### src/rtl/pipe_hazard_unit.sv
// Hazard and forwarding controller for the IF/ID/EXE/MEM pipeline: load-use stall,
// taken-branch flush, per-operand EXE forwarding selects and saturating event counters.
module pipe_hazard_unit #(
    parameter  int REG_ADDR  = 3,
    parameter  int NSRC      = 3,
    parameter  int FWD_DEPTH = 2,
    parameter  int R0_ZERO   = 0,
    parameter  int CNT_W     = 16,
    localparam int FSW       = $clog2(FWD_DEPTH + 1)
) (
    input  logic                     clk,
    input  logic                     rst,
    input  logic                     pipe_en,
    input  logic                     id_valid,
    input  logic [NSRC*REG_ADDR-1:0] id_src_addr,
    input  logic [NSRC-1:0]          id_src_used,
    input  logic                     id_wb_en,
    input  logic [REG_ADDR-1:0]      id_wb_dest,
    input  logic                     id_rd_mem,
    input  logic                     branch_taken,
    input  logic                     cnt_clr,
    output logic                     pc_en_out,
    output logic                     ifid_stall,
    output logic                     ifid_flush,
    output logic                     idexe_flush,
    output logic [NSRC*FSW-1:0]      fwd_sel,
    output logic [CNT_W-1:0]         stall_cnt,
    output logic [CNT_W-1:0]         flush_cnt
);

    function automatic logic [CNT_W-1:0] sat_inc(input logic [CNT_W-1:0] v);
        return (&v) ? v : v + 1'b1;
    endfunction

    logic [FWD_DEPTH-1:0]               sb_vld_q, sb_vld_d;
    logic [FWD_DEPTH-1:0]               sb_wb_q, sb_wb_d;
    logic [FWD_DEPTH-1:0][REG_ADDR-1:0] sb_dest_q, sb_dest_d;
    // Only the EXE entry's load flag can ever create a load-use stall.
    logic                               exe_load_q, exe_load_d;
    logic [NSRC*FSW-1:0]                fwd_sel_q, fwd_sel_d;
    logic [CNT_W-1:0]                   stall_cnt_q, stall_cnt_d;
    logic [CNT_W-1:0]                   flush_cnt_q, flush_cnt_d;

    logic [NSRC-1:0][FWD_DEPTH-1:0]     match;
    logic                               loaduse;
    logic                               issue;

    always_comb begin
        match   = '0;
        loaduse = 1'b0;
        for (int i = 0; i < NSRC; i++) begin
            for (int k = 0; k < FWD_DEPTH; k++) begin
                match[i][k] = id_src_used[i] && sb_vld_q[k] && sb_wb_q[k]
                              && (sb_dest_q[k] == id_src_addr[i*REG_ADDR +: REG_ADDR])
                              && !((R0_ZERO != 0) && (sb_dest_q[k] == '0));
            end
            if (match[i][0]) loaduse = id_valid & exe_load_q;
        end
    end

    always_comb begin
        pc_en_out   = 1'b0;
        ifid_stall  = 1'b0;
        ifid_flush  = 1'b0;
        idexe_flush = 1'b0;
        if (rst) begin
            ifid_flush  = 1'b1;
            idexe_flush = 1'b1;
        end else if (!pipe_en) begin
            ifid_stall = 1'b1;
        end else if (branch_taken) begin
            pc_en_out   = 1'b1;
            ifid_flush  = 1'b1;
            idexe_flush = 1'b1;
        end else if (loaduse) begin
            ifid_stall  = 1'b1;
            idexe_flush = 1'b1;
        end else begin
            pc_en_out = 1'b1;
        end
    end

    always_comb begin
        issue = id_valid & ~branch_taken & ~loaduse;
        for (int k = FWD_DEPTH - 1; k >= 1; k--) begin
            sb_vld_d[k]  = sb_vld_q[k-1];
            sb_wb_d[k]   = sb_wb_q[k-1];
            sb_dest_d[k] = sb_dest_q[k-1];
        end
        sb_vld_d[0]  = issue;
        sb_wb_d[0]   = issue & id_wb_en;
        sb_dest_d[0] = issue ? id_wb_dest : '0;
        exe_load_d   = issue & id_rd_mem;

        // Descending scan so the nearest producer overwrites farther ones.
        fwd_sel_d = '0;
        if (issue) begin
            for (int i = 0; i < NSRC; i++) begin
                for (int k = FWD_DEPTH; k >= 1; k--) begin
                    if (match[i][k-1]) fwd_sel_d[i*FSW +: FSW] = FSW'(k);
                end
            end
        end

        stall_cnt_d = stall_cnt_q;
        flush_cnt_d = flush_cnt_q;
        if (pipe_en && loaduse && !branch_taken) stall_cnt_d = sat_inc(stall_cnt_q);
        if (pipe_en && branch_taken)             flush_cnt_d = sat_inc(flush_cnt_q);
        if (cnt_clr) begin
            stall_cnt_d = '0;
            flush_cnt_d = '0;
        end
    end

    always_ff @(posedge clk or posedge rst) begin
        if (rst) begin
            sb_vld_q    <= '0;
            sb_wb_q     <= '0;
            sb_dest_q   <= '0;
            exe_load_q  <= 1'b0;
            fwd_sel_q   <= '0;
            stall_cnt_q <= '0;
            flush_cnt_q <= '0;
        end else begin
            if (pipe_en) begin
                sb_vld_q   <= sb_vld_d;
                sb_wb_q    <= sb_wb_d;
                sb_dest_q  <= sb_dest_d;
                exe_load_q <= exe_load_d;
                fwd_sel_q  <= fwd_sel_d;
            end
            stall_cnt_q <= stall_cnt_d;
            flush_cnt_q <= flush_cnt_d;
        end
    end

    assign fwd_sel   = fwd_sel_q;
    assign stall_cnt = stall_cnt_q;
    assign flush_cnt = flush_cnt_q;

endmodule

### config.mk
export PLATFORM = sky130hd
export DESIGN_NAME = pipe_hazard_unit
export DESIGN_NICKNAME = d
export VERILOG_FILES = /design/src/rtl/pipe_hazard_unit.sv
export SDC_FILE = /design/constraint.sdc
export NUM_CORES = 1
export LEC_CHECK = 0
export ABC_AREA = 1
export BUFFER_PORTS_ARGS = -buffer_cell sky130_fd_sc_hd__buf_4
export CORE_MARGIN = 2
export CORE_UTILIZATION = 35
export CTS_CLUSTER_DIAMETER = 100
export CTS_CLUSTER_SIZE = 8
export DETAILED_ROUTE_END_ITERATION = 8
export PLACE_DENSITY = 0.53
export SLEW_MARGIN = 0
export SYNTH_ARGS = -nofsm -noshare
export SYNTH_HDL_FRONTEND = slang
export SYNTH_SLANG_ARGS = --single-unit
### constraint.sdc
create_clock -name clk -period 1.83 [get_ports clk]
set_input_delay 0.183 -clock clk [delete_from_list [all_inputs] [get_ports clk]]
set_output_delay 0.183 -clock clk [all_outputs]
set_load 0.02 [all_outputs]
Yosys cells after proc, flatten, opt, wreduce, memory -nomap -nowiden

Index checks and enable logic that the tools add are counted.

Bits in registers: 49
Input bits: 23

Add/subtract/negate cells: 2
Equal/unequal tests: 8
Multiplexer cells: 31
Bitwise logic cells: 7
Reduce and logical (&&, ||, !) cells: 28

Operators with widths:

| operator                                                        | count |
|---|---|
| 16-bit two-way mux                                              | 6 |
| 16-bit by 1-bit adder with 16-bit output, second input constant | 2 |
| 16-bit AND reduction                                            | 2 |
| 1-bit logical AND                                               | 21 |
| 3-bit == test                                                   | 6 |
| 1-bit two-way mux                                               | 17 |
| 2-bit two-way mux                                               | 6 |
| 6-bit two-way mux                                               | 1 |
| 1-bit bitwise AND                                               | 5 |
| 2-bit != test, second input constant                            | 2 |
| 2-bit AND reduction                                             | 2 |
| 2-bit nonzero test                                              | 2 |
| 3-bit two-way mux                                               | 1 |
| 1-bit NOT                                                       | 2 |
| 1-bit zero test                                                 | 1 |

Logic depth before layout (Yosys ltp)

Gate-level depths: netlist of run 1.

Depth after elaboration: 10
Gate-level depth with buffers: 12
Depth with buffers taken out: 11

Worst setup path after synthesis of run 1

No wires, ideal clock.

Path kind: reg-to-reg
Start: register flush_cnt_q[0] (netlist: flush_cnt[0])
End: register flush_cnt_q[11] (netlist: flush_cnt[11])
Library setup time: 0.076 ns
Arrival time: 1.743 ns
Required time: 1.754 ns
Slack: 0.010 ns
Stages on the path, launching flop included: 11
Period minus slack after synthesis: 1.820 ns
Cell sequence: dfrtp_1 ha_1 nand3_2 nor2_4 nand2_2 nor2_4 nand2_2 a21oi_4 buf_6 nand2_1 o21ai_1

Word-level cells in the longest chain between the ends: 4
Elaborated cells between the ends (all ways): 7

RTL lines:

| what                                     | line | source |
|---|---|---|
| start: declaration                       | 42   | `logic [CNT_W-1:0] flush_cnt_q, flush_cnt_d;` |
| start signal: assignment                 | 133  | `flush_cnt_q <= flush_cnt_d;` |
| 16-bit by 1-bit adder with 16-bit output | 32   | `return (&v) ? v : v + 1'b1;` |
| 16-bit two-way mux                       | 32   |  |
| 16-bit two-way mux                       | 108  | `if (pipe_en && branch_taken) flush_cnt_d = sat_inc(flush_cnt_q);` |
| 16-bit two-way mux                       | 109  | `if (cnt_clr) begin` |

Parallel ways exist; a longest one is shown, timed or not. The select of a mux whose other input is x is not followed.
A chain may end at the register's enable or synchronous reset.

Final worst setup path of run 1

Start: register sb_dest_q (netlist bit sb_dest_d[4])
End: output port idexe_flush

Word-level cells in the longest chain between the ends: 9
Elaborated cells between the ends (all ways): 13

RTL lines:

| what                            | line | source |
|---|---|---|
| start: declaration              | 37   | `logic [FWD_DEPTH-1:0][REG_ADDR-1:0] sb_dest_q, sb_dest_d;` |
| start signal: assignment        | 128  | `sb_dest_q <= sb_dest_d;` |
| 3-bit == test                   | 54   | `&& (sb_dest_q[k] == id_src_addr[i*REG_ADDR +: REG_ADDR])` |
| 1-bit logical AND               | 54   |  |
| 1-bit two-way mux (2 in series) | 57   | `if (match[i][0]) loaduse = id_valid & exe_load_q;` |
| 1-bit two-way mux *             | 57   |  |
| 1-bit two-way mux *             | 75   | `end else if (loaduse) begin` |
| 1-bit two-way mux *             | 71   | `end else if (branch_taken) begin` |
| 1-bit two-way mux *             | 69   | `end else if (!pipe_en) begin` |
| 1-bit two-way mux *             | 66   | `if (rst) begin` |
| end: declaration                | 25   | `output logic idexe_flush,` |

Mark *: on every way between the ends. The rest lies on a longest branch, timed or not.

==> flow_metrics.tcl, run 1 <==
set metrics [dict create \
    tns_ps -105 \
    io_buffers 64 \
    clk_latency_ps 300 \
    hold_viol 0 \
    synth-seq-area-share_pct 39.7 \
    power_frac_clock_pct 36.5 \
    routed_wl_um 8390 \
    fin_crit_ps 1930 \
    synth_top_cell_by_area "dfrtp_1" \
    grt_pass1_vias 2827 \
    grt_setup_unrepaired "true" \
    wl_per_cell_um 13.1 \
    ios 65 \
    clkTransAtPathRegs_ps 90 \
    p_leak_nw 2.09 \
    worstPathRequired_ps 1650 \
    syn2layout_area_growth_pct 33.1 \
    fmaxAchievable_ghz 0.517 \
    final-setup-viol-count 1 \
    drive_gt1_share_pct 26.6 \
    numCtsBuffers 5 \
    cts_sinks 49 \
    fin_crit_sh_pct 106 \
    final_max_slew_viol_count 0 \
    synth_nets 469 \
    die_w_um 97.9 \
    hpwl_um 6020 \
    hold_buffers 0 \
    violations "setup timing" \
    synth-edff-count 0 \
    grt_overflow 0 \
    ant_nets 0 \
    syn_inst 444 \
    gp_congestion 0.852 \
    htreeDepth 2 \
    tightest_slew_ps 634 \
    ys_async_sr_fraction_pct 100 \
    preCtsSetupSlack_ps 75.8 \
    diodes 0 \
    grt_usage_pct 17.4 \
    synth_area_um2 3090 \
    combPwrFrac_pct 13.2 \
    p_int_mw 1.67 \
    p_seq_share_pct 50.3 \
    drt_iter0_drc 132 \
    cp_max_fo 5 \
    antenna_found_initial 0 \
    drcViolationCount 0 \
    powerDensity_nw_per_um2 546 \
    syn_area_per_cell_um2 6.95 \
    arrival_ps 1750 \
    ys_seq_elements 49 \
    nNetsFinal 557 \
    core_area_um2 8640 \
    relSlewSlack_pct 57.7 \
    vias 3122 \
    swShare_pct 25.6 \
    p_switching_mw 0.575 \
    synth_ff_type "dfrtp_1" \
    dieArea_um2 9590 \
    setup_ws_ps -105 \
    num_rows 34 \
    maxCapViolations 0 \
    start_util_pct 35.8 \
    grt_max_degree 50 \
    outcome "complete, but fails checks" \
    synth_cell_type_count 30 \
    clk_path_buf_depth 2 \
    crit_type "flip-flop to primary output" \
    end_kind "primary output" \
    netlist_top_cells_area "dfrtp_1 40%, nand2_1 19%, nand3_1 6.5%, nor2_1 5.8%, inv_1 5.2%" \
    drt-pass1-iter-count 4 \
    root_buffer "clkbuf_8" \
    synthDominantCellAreaShare_pct 39.7 \
    viasPerCell 4.87 \
    skew_ps 5.66 \
    die_y_um 97.9 \
    vdd_drop_max_mv 0.292 \
    hold_class "primary input to flip-flop" \
    yosys_warnings 0 \
    cts_tree "yes" \
    grt_pass1_wl_um 13800 \
    critPathLaunchType "flip-flop" \
]
[worst max-delay path: stages (launching register included)]
cell and delay [ps]:
dfrtp_2 450, inv_2 100, nand2_2 50, nand2_1 80, nor2_2 50, nand2_2 90
nand3_4 120, nand2_4 80, a21oi_2 60, or2_4 250, buf_6 130
[repair_timing]
item | 4_1_cts | 5_1_grt
pin swaps | 6 | 15
hold endpoints to repair | 0 | 0
setup endpoints to repair | 3 | 37
gates cloned | 0 | 1
gates resized for setup | 6 | 31
buffers inserted | 6 | 5
[cell type report]
cell class / count / area (um^2)
flip-flops and latches: 49 / 1230
well taps: 108 / 135
repair buffers: 90 / 703
inverters: 48 / 180
clock buffers: 7 / 86.3
fillers: 891 / 4530
multi-input cells: 338 / 1750
clock inverters: 1 / 30.0
[synth_stat cells (all sizes together), types with 5 or more instances]
library cell,count
nand2,158
nor2,50
dfrtp,49
inv,48
nand3,42
o21ai,21
xor2,15
nor3,14
a21oi,8
nand4,8
xnor2,6
clkbuf,5
or2,5
[per-layer routing]
layer  routed length (um)  global-route usage (%)
met5                    0                       0
met4                   89                    3.85
met3                  416                    3.15
met2                 3900                    27.6
met1                 3980                    25.0
[flip-flops by register name (all words and copies together) (netlist names)]
register    flops
sb_wb_q         2
flush_cnt      16
sb_dest_d       3
sb_vld_q        2
sb_dest_q       3
fwd_sel         6
stall_cnt      16
exe_load_q      1
[cells in the final DEF, fill, tap and decap left out, types with 2 or more instances in the layout]
cell,netlist,final
buf_4,0,85
nand2_4,0,4
inv_1,43,41
clkbuf_8,0,6
or2_2,5,4
nand3b_1,2,2
nand4_1,7,7
nand3_1,40,39
xnor2_1,6,6
o21ai_0,14,14
a21oi_2,0,2
nand2_2,5,10
a21oi_1,7,5
o21ai_1,7,7
nand2_1,153,144
dfrtp_1,49,47
inv_2,5,7
buf_6,2,4
nor3_1,13,13
nor3b_1,3,3
nor2_2,0,5
xor2_1,15,15
nand3_4,0,3
nor2_1,48,43
dfrtp_2,0,2
nor2_4,2,2
[power by group through the flow]
| stage | Clock (mW) | Sequential [mW] | Combinational [mW] |
|---|---|---|---|
| after CTS | 0.844 | 1.13 | 0.276 |
| after global placement | 0 | 1.15 | 0.268 |
| final | 0.819 | 1.13 | 0.297 |
| after floorplan | 0 | 1.15 | 0.144 |
| after detailed placement | 0 | 1.15 | 0.269 |
| after global routing | 0.887 | 1.13 | 0.332 |
[through the flow]
stage | util (%) | instance area, um^2 | cells | total power [mW] | hold slack [ps]
after global placement | 43.7 | 3770 | 621 | 1.41 | 381
after global routing | 47.6 | 4110 | 641 | 2.35 | 62.3
after CTS | 45.8 | 3950 | 635 | 2.25 | 65.9
after detailed placement | 43.7 | 3770 | 621 | 1.42 | 386
final | 47.6 | 4110 | 641 | 2.24 | 72.6
after floorplan | - | 3090 | 444 | 1.29 | 290
[cells by family (layout without fill, tap and decap cells)]
family                   after synthesis  in the layout  synth area share [%]
adder cells (fa/ha/maj)                2              2                 0.810
flip-flops                            49             49                  39.7
AO/OA/AOI/OAI                         32             32                  5.83
AND/OR/NAND/NOR                      283            283                  40.2
XOR/XNOR                              21             21                  5.96
buffers and inverters                 57            146                  7.50
[final timing paths]
check / start / end / slack, ps / cells past startpoint
min in group asynchronous: rst / stall_cnt[4]$_DFFE_PP0P_ / 100 / 3
min: id_rd_mem / exe_load_q$_DFFE_PP0P_ / 70 / 3
max reg2reg: flush_cnt[1]$_DFFE_PP0P_ / flush_cnt[14]$_DFFE_PP0P_ / 100 / 10
max: sb_dest_d[4]$_DFFE_PP0P_ / idexe_flush / -100 / 10
min reg2reg: sb_vld_q[1]$_DFFE_PP0P_ / sb_vld_q[1]$_DFFE_PP0P_ / 480 / 2
max in group asynchronous: rst / sb_dest_d[3]$_DFFE_PP0P_ / 1290 / 3
Note: power is estimated with default switching activity, not from simulation.
==> run 2, diff against run 1 <==
BUFFER_PORTS_ARGS = -buffer_cell sky130_fd_sc_hd__buf_2   (was -buffer_cell sky130_fd_sc_hd__buf_4)
==> run 2 against run 1 <==
The run still ends with setup timing left. Wire length increased by 0.95%. Cell count is 0.31% lower. Total power fell by 6.4%. Critical path depth did not move. Hold slack gained 7.2 ps.
==> flow_metrics.tcl, run 2 (same netlist as run 1, synthesis figures left out) <==
set metrics [dict create \
    clk_latency_ps 300 \
    num_rows 34 \
    nNetsFinal 555 \
    cp_max_fo 5 \
    routed_wl_um 8470 \
    critPathLaunchType "flip-flop" \
    arrival_ps 1710 \
    grt_overflow 0 \
    drt_iter0_drc 124 \
    grt_pass1_wl_um 13900 \
    violations "setup timing" \
    worstPathRequired_ps 1650 \
    final_cell_mix "146 x nand2_1, 62 x buf_2, 48 x dfrtp_1, 46 x nor2_1, 40 x inv_1" \
    relSlewSlack_pct 65.6 \
    drcViolationCount 0 \
    vias 3123 \
    clkTransAtPathRegs_ps 90 \
    final-setup-viol-count 3 \
    viasPerCell 4.89 \
    final_util_pct 45.7 \
    hold_slack_ps 79.8 \
    layout_commonest_cell "nand2_1" \
    fin_crit_ps 1890 \
    worstSetupStartpoint "sb_dest_d[4]$_DFFE_PP0P_" \
    cts_sinks 49 \
    core_area_um2 8640 \
    root_buffer "clkbuf_8" \
    syn2layout_area_growth_pct 27.8 \
    r2r_cells 12 \
    grt_max_degree 39 \
    critPathSlowestCell "dfrtp_2" \
    preCtsSetupSlack_ps 115 \
    crit_end "idexe_flush" \
    totalPowerFinal_mw 2.10 \
    vdd_drop_max_mv 0.350 \
    tns_ps -119 \
    htreeDepth 2 \
    cts_tree "yes" \
    skew_ps 6.95 \
    final_max_slew_viol_count 0 \
    setup_ws_ps -62.1 \
    r2r_end "stall_cnt[3]$_DFFE_PP0P_" \
    hpwl_um 5990 \
    maxCapViolations 0 \
    wl_per_cell_um 13.2 \
    gp_congestion 0.858 \
    powerDensity_nw_per_um2 532 \
    die_y_um 97.9 \
    slowest_delay_ps 450 \
    start_util_pct 35.8 \
    hold_class "primary input to flip-flop" \
    fin_crit_sh_pct 103 \
    antenna_found_initial 0 \
    hold_viol 0 \
    diodes 0 \
    grt_setup_unrepaired "true" \
    grt_pass1_vias 2966 \
    numCtsBuffers 5 \
    path_cells "inv_2, nand2_1, nand2_1, nor2_2, nand2_2, nand3_4, nand2_2, a21oi_2, or2_4, buf_6" \
    worstReg2RegStart "sb_dest_d[3]$_DFFE_PP0P_" \
    drive_gt1_share_pct 25.6 \
    die_w_um 97.9 \
    crit_type "flip-flop to primary output" \
    fmaxAchievable_ghz 0.529 \
    grt_usage_pct 17.5 \
    ant_nets 0 \
    tightest_slew_ps 511 \
    outcome "complete, but fails checks" \
    ios 65 \
    io_buffers 64 \
    drt-pass1-iter-count 4 \
    end_kind "primary output" \
    p_leak_nw 2.07 \
    fillers 891 \
    clk_path_buf_depth 2 \
    dieArea_um2 9590 \
    reg2reg_slack_ps 70 \
]
[run 2: cell count changes in the layout (fill, tap and decap cells not counted), sizes merged]
cell / delta
dlygate4sd3: +1
nand2: +1
buf: -6
clkinv: +2
bufinv: -1
clkbuf: +1
[run 2: cell type report]
cell class	count	area (um^2)	area share (%)
Multi-Input combinational cell	339	1740	44.1
Sequential cell	49	1230	31.1
Timing Repair Buffer	87	567	14.4
Inverter	48	180	4.56
Tap cell	108	135	3.42
Clock buffer	6	82.6	2.09
Clock inverter	2	13.8	0.349
[run 2: worst min path at each step]
stage / cells after the start / to / slack (ps) / from
floorplan: 1 / sb_wb_q[0]$_DFFE_PP0P_ / 290 / pipe_en
finish: 3 / exe_load_q$_DFFE_PP0P_ / 80 / id_rd_mem
detailed placement: 2 / exe_load_q$_DFFE_PP0P_ / 180 / rst
CTS: 3 / exe_load_q$_DFFE_PP0P_ / 60 / id_rd_mem
global route: 3 / exe_load_q$_DFFE_PP0P_ / 80 / id_rd_mem
global placement: 2 / exe_load_q$_DFFE_PP0P_ / 180 / rst
[run 2: layer usage]
| metal | part of all wire (%) | track usage [%] | routed length (um) | up-vias |
|---|---|---|---|---|
| li1 | - | - | - | 1579 |
| met1 | 49 | 24.7 | 4140 | 1464 |
| met2 | 46 | 28.0 | 3880 | 70 |
| met3 | 4.0 | 2.72 | 336 | 10 |
| met4 | 1.3 | 4.81 | 113 | 0 |
| met5 | 0 | 0 | 0 | - |
[run 2: metrics by stage]
step	instance area [um^2]	std cells
floorplan	3090	444
global placement	3590	619
detailed placement	3590	619
CTS	3760	632
global route	3950	639
finish	3950	639
[run 2: critical path: cells and delay by family, from the launching register on]
family,cells,cell delay (ps)
compound gates,1,50
simple gates,7,690
flops,1,450
buf+inv,2,220
[run 2: where the power goes]
group / internal (mW) / switching, mW
clock network: 0.308 / 0.385
logic: 0.105 / 0.178
registers: 1.10 / 0.0224
[run 2: repair_timing]
item                       4_1_cts  5_1_grt
pin swaps                        5       13
cloned                           0        3
hold endpoints to repair        11        0
gates resized for setup         11       23
setup buffers                    4        4
setup endpoints to repair        3       29
hold buffers                     1        0
